### config.mk
export PLATFORM = sky130hd
export DESIGN_NAME = sdpram_clr_bypass_flat
export DESIGN_NICKNAME = d
export VERILOG_FILES = /design/src/rtl/sdpram_clr_bypass_if.sv /design/src/rtl/sdpram_clr_bypass.sv /design/src/flat_wrapper.sv
export SDC_FILE = /design/constraint.sdc
export NUM_CORES = 2
export LEC_CHECK = 0
export BUFFER_PORTS_ARGS = -buffer_cell sky130_fd_sc_hd__buf_2
export CAP_MARGIN = 20
export CORE_UTILIZATION = 50
export CTS_BUF_LIST = sky130_fd_sc_hd__clkbuf_4
export DETAILED_ROUTE_END_ITERATION = 8
export HOLD_SLACK_MARGIN = 0.1
export PLACE_DENSITY = 0.63
export SETUP_SLACK_MARGIN = 0.15
export SYNTH_ARGS = -nofsm -noshare
export SYNTH_HDL_FRONTEND = slang
export SYNTH_SLANG_ARGS = --single-unit
### constraint.sdc
create_clock -name clk -period 13.3 [get_ports clk]
set_input_delay 2.66 -clock clk [delete_from_list [all_inputs] [get_ports clk]]
set_output_delay 2.66 -clock clk [all_outputs]
set_load 0.005 [all_outputs]
### src/rtl/sdpram_clr_bypass_if.sv
// Bus bundle for sdpram_clr_bypass: clear control, write port and read port.
// master drives requests; slave is the RAM.
interface sdpram_clr_bypass_if #(
    parameter int unsigned ADDR_WIDTH = 9,
    parameter int unsigned DATA_WIDTH = 8,
    parameter int unsigned BYTE_SIZE  = 8
);
    localparam int unsigned BE_WIDTH = DATA_WIDTH / BYTE_SIZE;

    logic                  init_req;
    logic                  init_busy;
    logic                  wr_en;
    logic [ADDR_WIDTH-1:0] wr_addr;
    logic [DATA_WIDTH-1:0] wr_data;
    logic [BE_WIDTH-1:0]   wr_byte_en;
    logic                  rd_en;
    logic [ADDR_WIDTH-1:0] rd_addr;
    logic                  rd_oce;
    logic [DATA_WIDTH-1:0] rd_data;
    logic                  rd_valid;

    modport master (
        output init_req, wr_en, wr_addr, wr_data, wr_byte_en, rd_en, rd_addr, rd_oce,
        input  init_busy, rd_data, rd_valid
    );

    modport slave (
        input  init_req, wr_en, wr_addr, wr_data, wr_byte_en, rd_en, rd_addr, rd_oce,
        output init_busy, rd_data, rd_valid
    );
endinterface

### src/rtl/sdpram_clr_bypass.sv
// Simple-dual-port RAM with byte enables, read-during-write forwarding, optional
// output register and a clear engine that fills the array with CLR_VAL.
module sdpram_clr_bypass #(
    parameter int unsigned           ADDR_WIDTH = 9,
    parameter int unsigned           DATA_WIDTH = 8,
    parameter int unsigned           BYTE_SIZE  = 8,
    parameter int unsigned           OUTPUT_REG = 1,
    parameter int unsigned           BYPASS_EN  = 1,
    parameter logic [DATA_WIDTH-1:0] CLR_VAL    = '0
) (
    input  logic               clk,
    input  logic               rst,
    sdpram_clr_bypass_if.slave bus
);
    localparam int unsigned           BE_WIDTH  = DATA_WIDTH / BYTE_SIZE;
    localparam int unsigned           DEPTH     = 1 << ADDR_WIDTH;
    localparam logic [ADDR_WIDTH-1:0] LAST_ADDR = ADDR_WIDTH'(DEPTH - 1);

    typedef enum logic {
        ST_CLEAR = 1'b0,
        ST_IDLE  = 1'b1
    } state_t;

    state_t                state;
    state_t                state_nx;
    logic [ADDR_WIDTH-1:0] clr_addr;
    logic [ADDR_WIDTH-1:0] clr_addr_nx;
    logic                  busy_nx;
    logic                  clr_we_c;
    logic                  wr_acc_c;
    logic                  rd_acc_c;

    logic [DATA_WIDTH-1:0] mem [DEPTH];
    logic [DATA_WIDTH-1:0] rd_old_c;
    logic [DATA_WIDTH-1:0] rd_fwd_c;
    logic [DATA_WIDTH-1:0] d1;
    logic                  v1;

    // Clear engine state register
    always_ff @(posedge clk or posedge rst) begin
        if (rst) begin
            state         <= ST_CLEAR;
            clr_addr      <= '0;
            bus.init_busy <= 1'b1;
        end else begin
            state         <= state_nx;
            clr_addr      <= clr_addr_nx;
            bus.init_busy <= busy_nx;
        end
    end

    // Clear engine next state: sweep every word once, then wait for init_req
    always_comb begin
        state_nx    = state;
        clr_addr_nx = clr_addr;
        clr_we_c    = 1'b0;
        case (state)
            ST_CLEAR: begin
                clr_we_c    = 1'b1;
                clr_addr_nx = clr_addr + ADDR_WIDTH'(1);
                if (clr_addr == LAST_ADDR) begin
                    state_nx = ST_IDLE;
                end
            end
            ST_IDLE: begin
                if (bus.init_req) begin
                    state_nx    = ST_CLEAR;
                    clr_addr_nx = '0;
                end
            end
            default: begin
                state_nx    = ST_CLEAR;
                clr_addr_nx = '0;
            end
        endcase
        busy_nx = (state_nx == ST_CLEAR);
    end

    // User traffic is locked out while the clear engine owns the array
    assign wr_acc_c = bus.wr_en & ~bus.init_busy;
    assign rd_acc_c = bus.rd_en & ~bus.init_busy;

    // Single write port shared by the clear engine and the user
    always_ff @(posedge clk) begin
        if (clr_we_c) begin
            mem[clr_addr] <= CLR_VAL;
        end else if (wr_acc_c) begin
            for (int unsigned i = 0; i < BE_WIDTH; i++) begin
                if (bus.wr_byte_en[i]) begin
                    mem[bus.wr_addr][i*BYTE_SIZE +: BYTE_SIZE] <= bus.wr_data[i*BYTE_SIZE +: BYTE_SIZE];
                end
            end
        end
    end

    assign rd_old_c = mem[bus.rd_addr];

    // Same-address write in the read cycle overrides the enabled lanes
    always_comb begin
        rd_fwd_c = rd_old_c;
        if ((BYPASS_EN != 0) && wr_acc_c && (bus.wr_addr == bus.rd_addr)) begin
            for (int unsigned i = 0; i < BE_WIDTH; i++) begin
                if (bus.wr_byte_en[i]) begin
                    rd_fwd_c[i*BYTE_SIZE +: BYTE_SIZE] = bus.wr_data[i*BYTE_SIZE +: BYTE_SIZE];
                end
            end
        end
    end

    // Read stage 1; d1 keeps the last accepted word
    always_ff @(posedge clk or posedge rst) begin
        if (rst) begin
            d1 <= '0;
            v1 <= 1'b0;
        end else begin
            v1 <= rd_acc_c;
            if (rd_acc_c) begin
                d1 <= rd_fwd_c;
            end
        end
    end

    generate
        if (OUTPUT_REG != 0) begin : g_oreg
            always_ff @(posedge clk or posedge rst) begin
                if (rst) begin
                    bus.rd_data  <= '0;
                    bus.rd_valid <= 1'b0;
                end else if (bus.rd_oce) begin
                    bus.rd_data  <= d1;
                    bus.rd_valid <= v1;
                end
            end
        end else begin : g_noreg
            assign bus.rd_data  = d1;
            assign bus.rd_valid = v1;
        end
    endgenerate
endmodule

### src/flat_wrapper.sv
// flat-port wrapper written by rule: the top's interface ports become plain ports
module sdpram_clr_bypass_flat 
#(
    parameter int unsigned           ADDR_WIDTH = 9,
    parameter int unsigned           DATA_WIDTH = 8,
    parameter int unsigned           BYTE_SIZE  = 8,
    parameter int unsigned           OUTPUT_REG = 1,
    parameter int unsigned           BYPASS_EN  = 1,
    parameter logic [DATA_WIDTH-1:0] CLR_VAL    = '0
)
  (clk, rst, bus_init_req, bus_wr_en, bus_wr_addr, bus_wr_data, bus_wr_byte_en, bus_rd_en, bus_rd_addr, bus_rd_oce, bus_init_busy, bus_rd_data, bus_rd_valid);
  sdpram_clr_bypass_if #(.ADDR_WIDTH(ADDR_WIDTH), .DATA_WIDTH(DATA_WIDTH), .BYTE_SIZE(BYTE_SIZE)) bus_i ();
  input  logic clk;
  input  logic rst;
  input wire logic [$bits(bus_i.init_req)-1:0] bus_init_req;
  input wire logic [$bits(bus_i.wr_en)-1:0] bus_wr_en;
  input wire logic [$bits(bus_i.wr_addr)-1:0] bus_wr_addr;
  input wire logic [$bits(bus_i.wr_data)-1:0] bus_wr_data;
  input wire logic [$bits(bus_i.wr_byte_en)-1:0] bus_wr_byte_en;
  input wire logic [$bits(bus_i.rd_en)-1:0] bus_rd_en;
  input wire logic [$bits(bus_i.rd_addr)-1:0] bus_rd_addr;
  input wire logic [$bits(bus_i.rd_oce)-1:0] bus_rd_oce;
  output wire logic [$bits(bus_i.init_busy)-1:0] bus_init_busy;
  output wire logic [$bits(bus_i.rd_data)-1:0] bus_rd_data;
  output wire logic [$bits(bus_i.rd_valid)-1:0] bus_rd_valid;
  assign bus_i.init_req = bus_init_req;
  assign bus_i.wr_en = bus_wr_en;
  assign bus_i.wr_addr = bus_wr_addr;
  assign bus_i.wr_data = bus_wr_data;
  assign bus_i.wr_byte_en = bus_wr_byte_en;
  assign bus_i.rd_en = bus_rd_en;
  assign bus_i.rd_addr = bus_rd_addr;
  assign bus_i.rd_oce = bus_rd_oce;
  assign bus_init_busy = bus_i.init_busy;
  assign bus_rd_data = bus_i.rd_data;
  assign bus_rd_valid = bus_i.rd_valid;
  sdpram_clr_bypass #(.ADDR_WIDTH(ADDR_WIDTH), .DATA_WIDTH(DATA_WIDTH), .BYTE_SIZE(BYTE_SIZE), .OUTPUT_REG(OUTPUT_REG), .BYPASS_EN(BYPASS_EN), .CLR_VAL(CLR_VAL)) u_core (.clk(clk), .rst(rst), .bus(bus_i));
endmodule
==> results_dict.tcl <==
set metrics [dict create \
    run_status "finished clean" \
    end_kind "flip-flop" \
    core_um2 319100 \
    crit_path_top_delay_cell "nor4_2" \
    vias_per_cell 6.364 \
    reg2reg_to "u_core.mem[201][0]" \
    tns_ps 0 \
    synthMuxAreaShare_pct 15.16 \
    synth_top_family_by_area "multiplexers" \
    pin_count 43 \
    synth.avg_cell_area_um2 21.22 \
    grtUsageTotal_pct 27.89 \
    cp.depth 11 \
    fp.dieW_um 569.2 \
    fmax_mhz 156.2 \
    cts_resized 0 \
    rows 207 \
    drc 0 \
    fillers 24410 \
    cp_cell_sequence "buf_8 -> buf_4 -> buf_4 -> buf_4 -> mux4_2 -> a22o_1 -> a221oi_2 -> o22ai_1 -> nor4_2 -> nor3_1 -> or3_1" \
    pwr_density_cell_nw_per_um2 149.0 \
    sw_frac_of_total_pct 24.18 \
    synthSimpleGateAreaFrac_pct 2.573 \
    maxSlewViolCount 0 \
    synthCells 7580 \
    grt_pass1_vias 85130 \
    cts_made_buffers 1108 \
    fin_crit_sh_pct 48.13 \
    die_h_um 569.2 \
    synth_top_area_share_pct 76.48 \
    io_buffers 42 \
    critPathKind "in -> reg" \
    power_w 0.02648 \
    final_common_cell "edfxtp_1" \
    cts.sinks 4125 \
    grt.overflow.total 0 \
    synth-async-reset-ratio_pct 0.7030 \
    synth_edf_count 4096 \
    hold_buffers 0 \
    synth_area_um2 160800 \
    first_iter_violations 11350 \
    start_kind "primary input" \
    power_frac_comb_pct 6.7 \
    hp-class "reg -> reg" \
    clock_latency_ps 1740 \
    cts_root_buffer "clkbuf_4" \
    finalHoldViolCount 0 \
    fp.dieArea_um2 323900 \
    max_slew_margin_pct 10.99 \
    grt_setup_unrepaired "no" \
    rrSetupSlack_ps 8530 \
    ff2ff_path_depth 7 \
    yosys_warnings 0 \
    cp_max_fo 52 \
    ys.flop_type "edfxtp_1" \
    yosys.area_share.adder_pct 0.01556 \
    place_area_um2 165100 \
    wirelength_mm 448.1 \
    cts_max_path_buffers 5 \
    area_growth_pct 10.54 \
    via_count 85110 \
    placed_cells_incl_taps 11610 \
    setup.worst_path.end "u_core.d1[7]" \
    dpl.hpwl_mm 262.0 \
    cts.reportedPaths.clkPinSlew_ps 70 \
    synth_xor_area_share_pct 0.05446 \
    p_sw_w 0.006405 \
    slowest_delay_ps 970 \
    worstPathArrival_ps 7930 \
    fin_skew_ps 207.9 \
    power.leakage_nw 63.69 \
    synth_compound_area_share_pct 3.216 \
    synth_top_cells_by_area "edfxtp_1 76%, mux4_2 12%, mux2i_1 1.8%" \
    p_int_w 0.02008 \
    yosysTopAreaCell "edfxtp_1" \
    wire_per_inst_um 33.51 \
    ant_nets 0 \
    nNetsFinal 8475 \
    cap_violations 0 \
    grt_max_degree 216 \
    grt_pass1_wl_mm 628.8 \
    first_pass_iters 6 \
    antenna_found_initial 25 \
    cpMostUsedCell "buf_4" \
    ys_types 71 \
    clkPwrFrac_pct 39.6 \
    ir_drop_v 0.0001503 \
    worst_pin_slew_ps 1335 \
    stdcell_area_um2 177800 \
    start_util_pct 50.40 \
    drive_gt1_share_pct 30.62 \
    gp_congestion 0.8609 \
    fin_cells 13370 \
    required_ps 14830 \
    ys_seq_area_share_pct 76.93 \
    setup-violations-final 0 \
    htreeDepth 7 \
    post-route-min-period_ps 6401 \
    ys_ff_latch 4125 \
    cts_setup_buffers 0 \
    seqPwrFrac_pct 53.8 \
    layout_common_cells "4096 x edfxtp_1, 1519 x clkbuf_4, 869 x mux4_2" \
    crit_start "bus_rd_addr[1]" \
    cts_tree "done" \
    syn-num-nets 7615 \
    crit_family "buffers and inverters" \
    path_buf_inv 4 \
    r2r-start "u_core.state" \
]
worst min path at each step:
| stage | end | slack, ps | cells past startpoint | startpoint |
|---|---|---|---|---|
| final | u_core.bus.rd_valid | 490 | 1 | u_core.v1 |
| after global routing | u_core.bus.rd_valid | 510 | 1 | u_core.v1 |
| after CTS | u_core.bus.rd_valid | 490 | 1 | u_core.v1 |
| after detailed placement | u_core.bus.rd_valid | 470 | 1 | u_core.v1 |
| after global placement | u_core.bus.rd_valid | 480 | 1 | u_core.v1 |
| after floorplan | u_core.d1[0] | 450 | 2 | u_core.d1[0] |
flip-flops by register name, summed over array words and instances, names as in the netlist:
| register | count |
|---|---|
| u_core.mem | 4096 |
| u_core.clr_addr | 9 |
| u_core.bus.rd_data | 8 |
| u_core.d1 | 8 |
| u_core.bus.init_busy | 1 |
| u_core.bus.rd_valid | 1 |
| u_core.state | 1 |
| u_core.v1 | 1 |
area by class of cell:
cell class	instances	area [um2]	area share [%]
timing repair buffer	227	1893	1.065
sequential	4125	123700	69.59
multi-input combinational	2968	34100	19.18
tap	4284	5360	3.015
clock inverter	212	1192	0.6707
antenna	29	72.57	0.04082
inverter	10	40.04	0.02252
clock buffer	1518	11400	6.410
Yosys cell counts (8+ instances only):
master     number
inv_1           8
o221ai_1       50
a22o_1         34
nor3_1         53
mux2_2         28
clkbuf_1      192
buf_6          64
buf_8          28
and2_1         20
a31oi_1        13
o31ai_1        12
buf_2          99
nand3_1        41
nand2_1       151
a221oi_1       26
nand2b_1       13
buf_1          18
mux4_1         60
buf_12         19
clkbuf_4       10
nor2_1        573
or3_1          10
buf_4          43
nor2b_1        22
dfrtp_1        28
o21ai_0        40
nor4_1         23
a211oi_1       39
mux2i_1       292
a22oi_1       213
o22ai_1        83
and3_1          8
mux4_2        869
edfxtp_1     4096
xor2_1         10
a2111oi_0      10
nand3b_1        9
nand4_1        14
a21oi_1       169
cell families (layout without fill, tap and decap cells):
kind of cell,after synthesis,count (layout)
other,0,29
xor gates and xnor gates,10,10
buffers and inverters,487,1967
adders and majority gates,2,2
DFF,4125,4125
AOI/OAI and AO/OA,745,745
muxes,1249,1249
and+or+nand+nor,962,962
layer usage:
layer	global-route usage [%]	share of wire (%)	vias up
met4	12.59	3.8	6
met5	0	0.012	-
met1	38.10	39	44760
met3	6.881	10	920
li1	-	-	34120
met2	42.75	48	5302
power by group through the flow:
stage | registers [W] | logic, W | clock network (W)
after floorplan | 0.0145 | 0.000874 | 0
final | 0.0142 | 0.00177 | 0.0105
after global placement | 0.0145 | 0.00172 | 0
after detailed placement | 0.0145 | 0.00173 | 0
after global routing | 0.0142 | 0.00177 | 0.0113
after CTS | 0.0142 | 0.00173 | 0.0106
per-stage QoR:
step | hold WS [ps] | utilization (%) | worst slack [ps]
5_1_grt | 510.4 | 55.71 | 7028
6_report | 493.1 | 55.72 | 6899
4_1_cts | 491.7 | 55.67 | 7132
3_5_place_dp | 467.9 | 51.73 | 5320
2_1_floorplan | 445.3 | - | 1753
3_3_place_gp | 475.5 | 51.71 | 5028
Note: power is estimated with default switching activity, not from simulation.
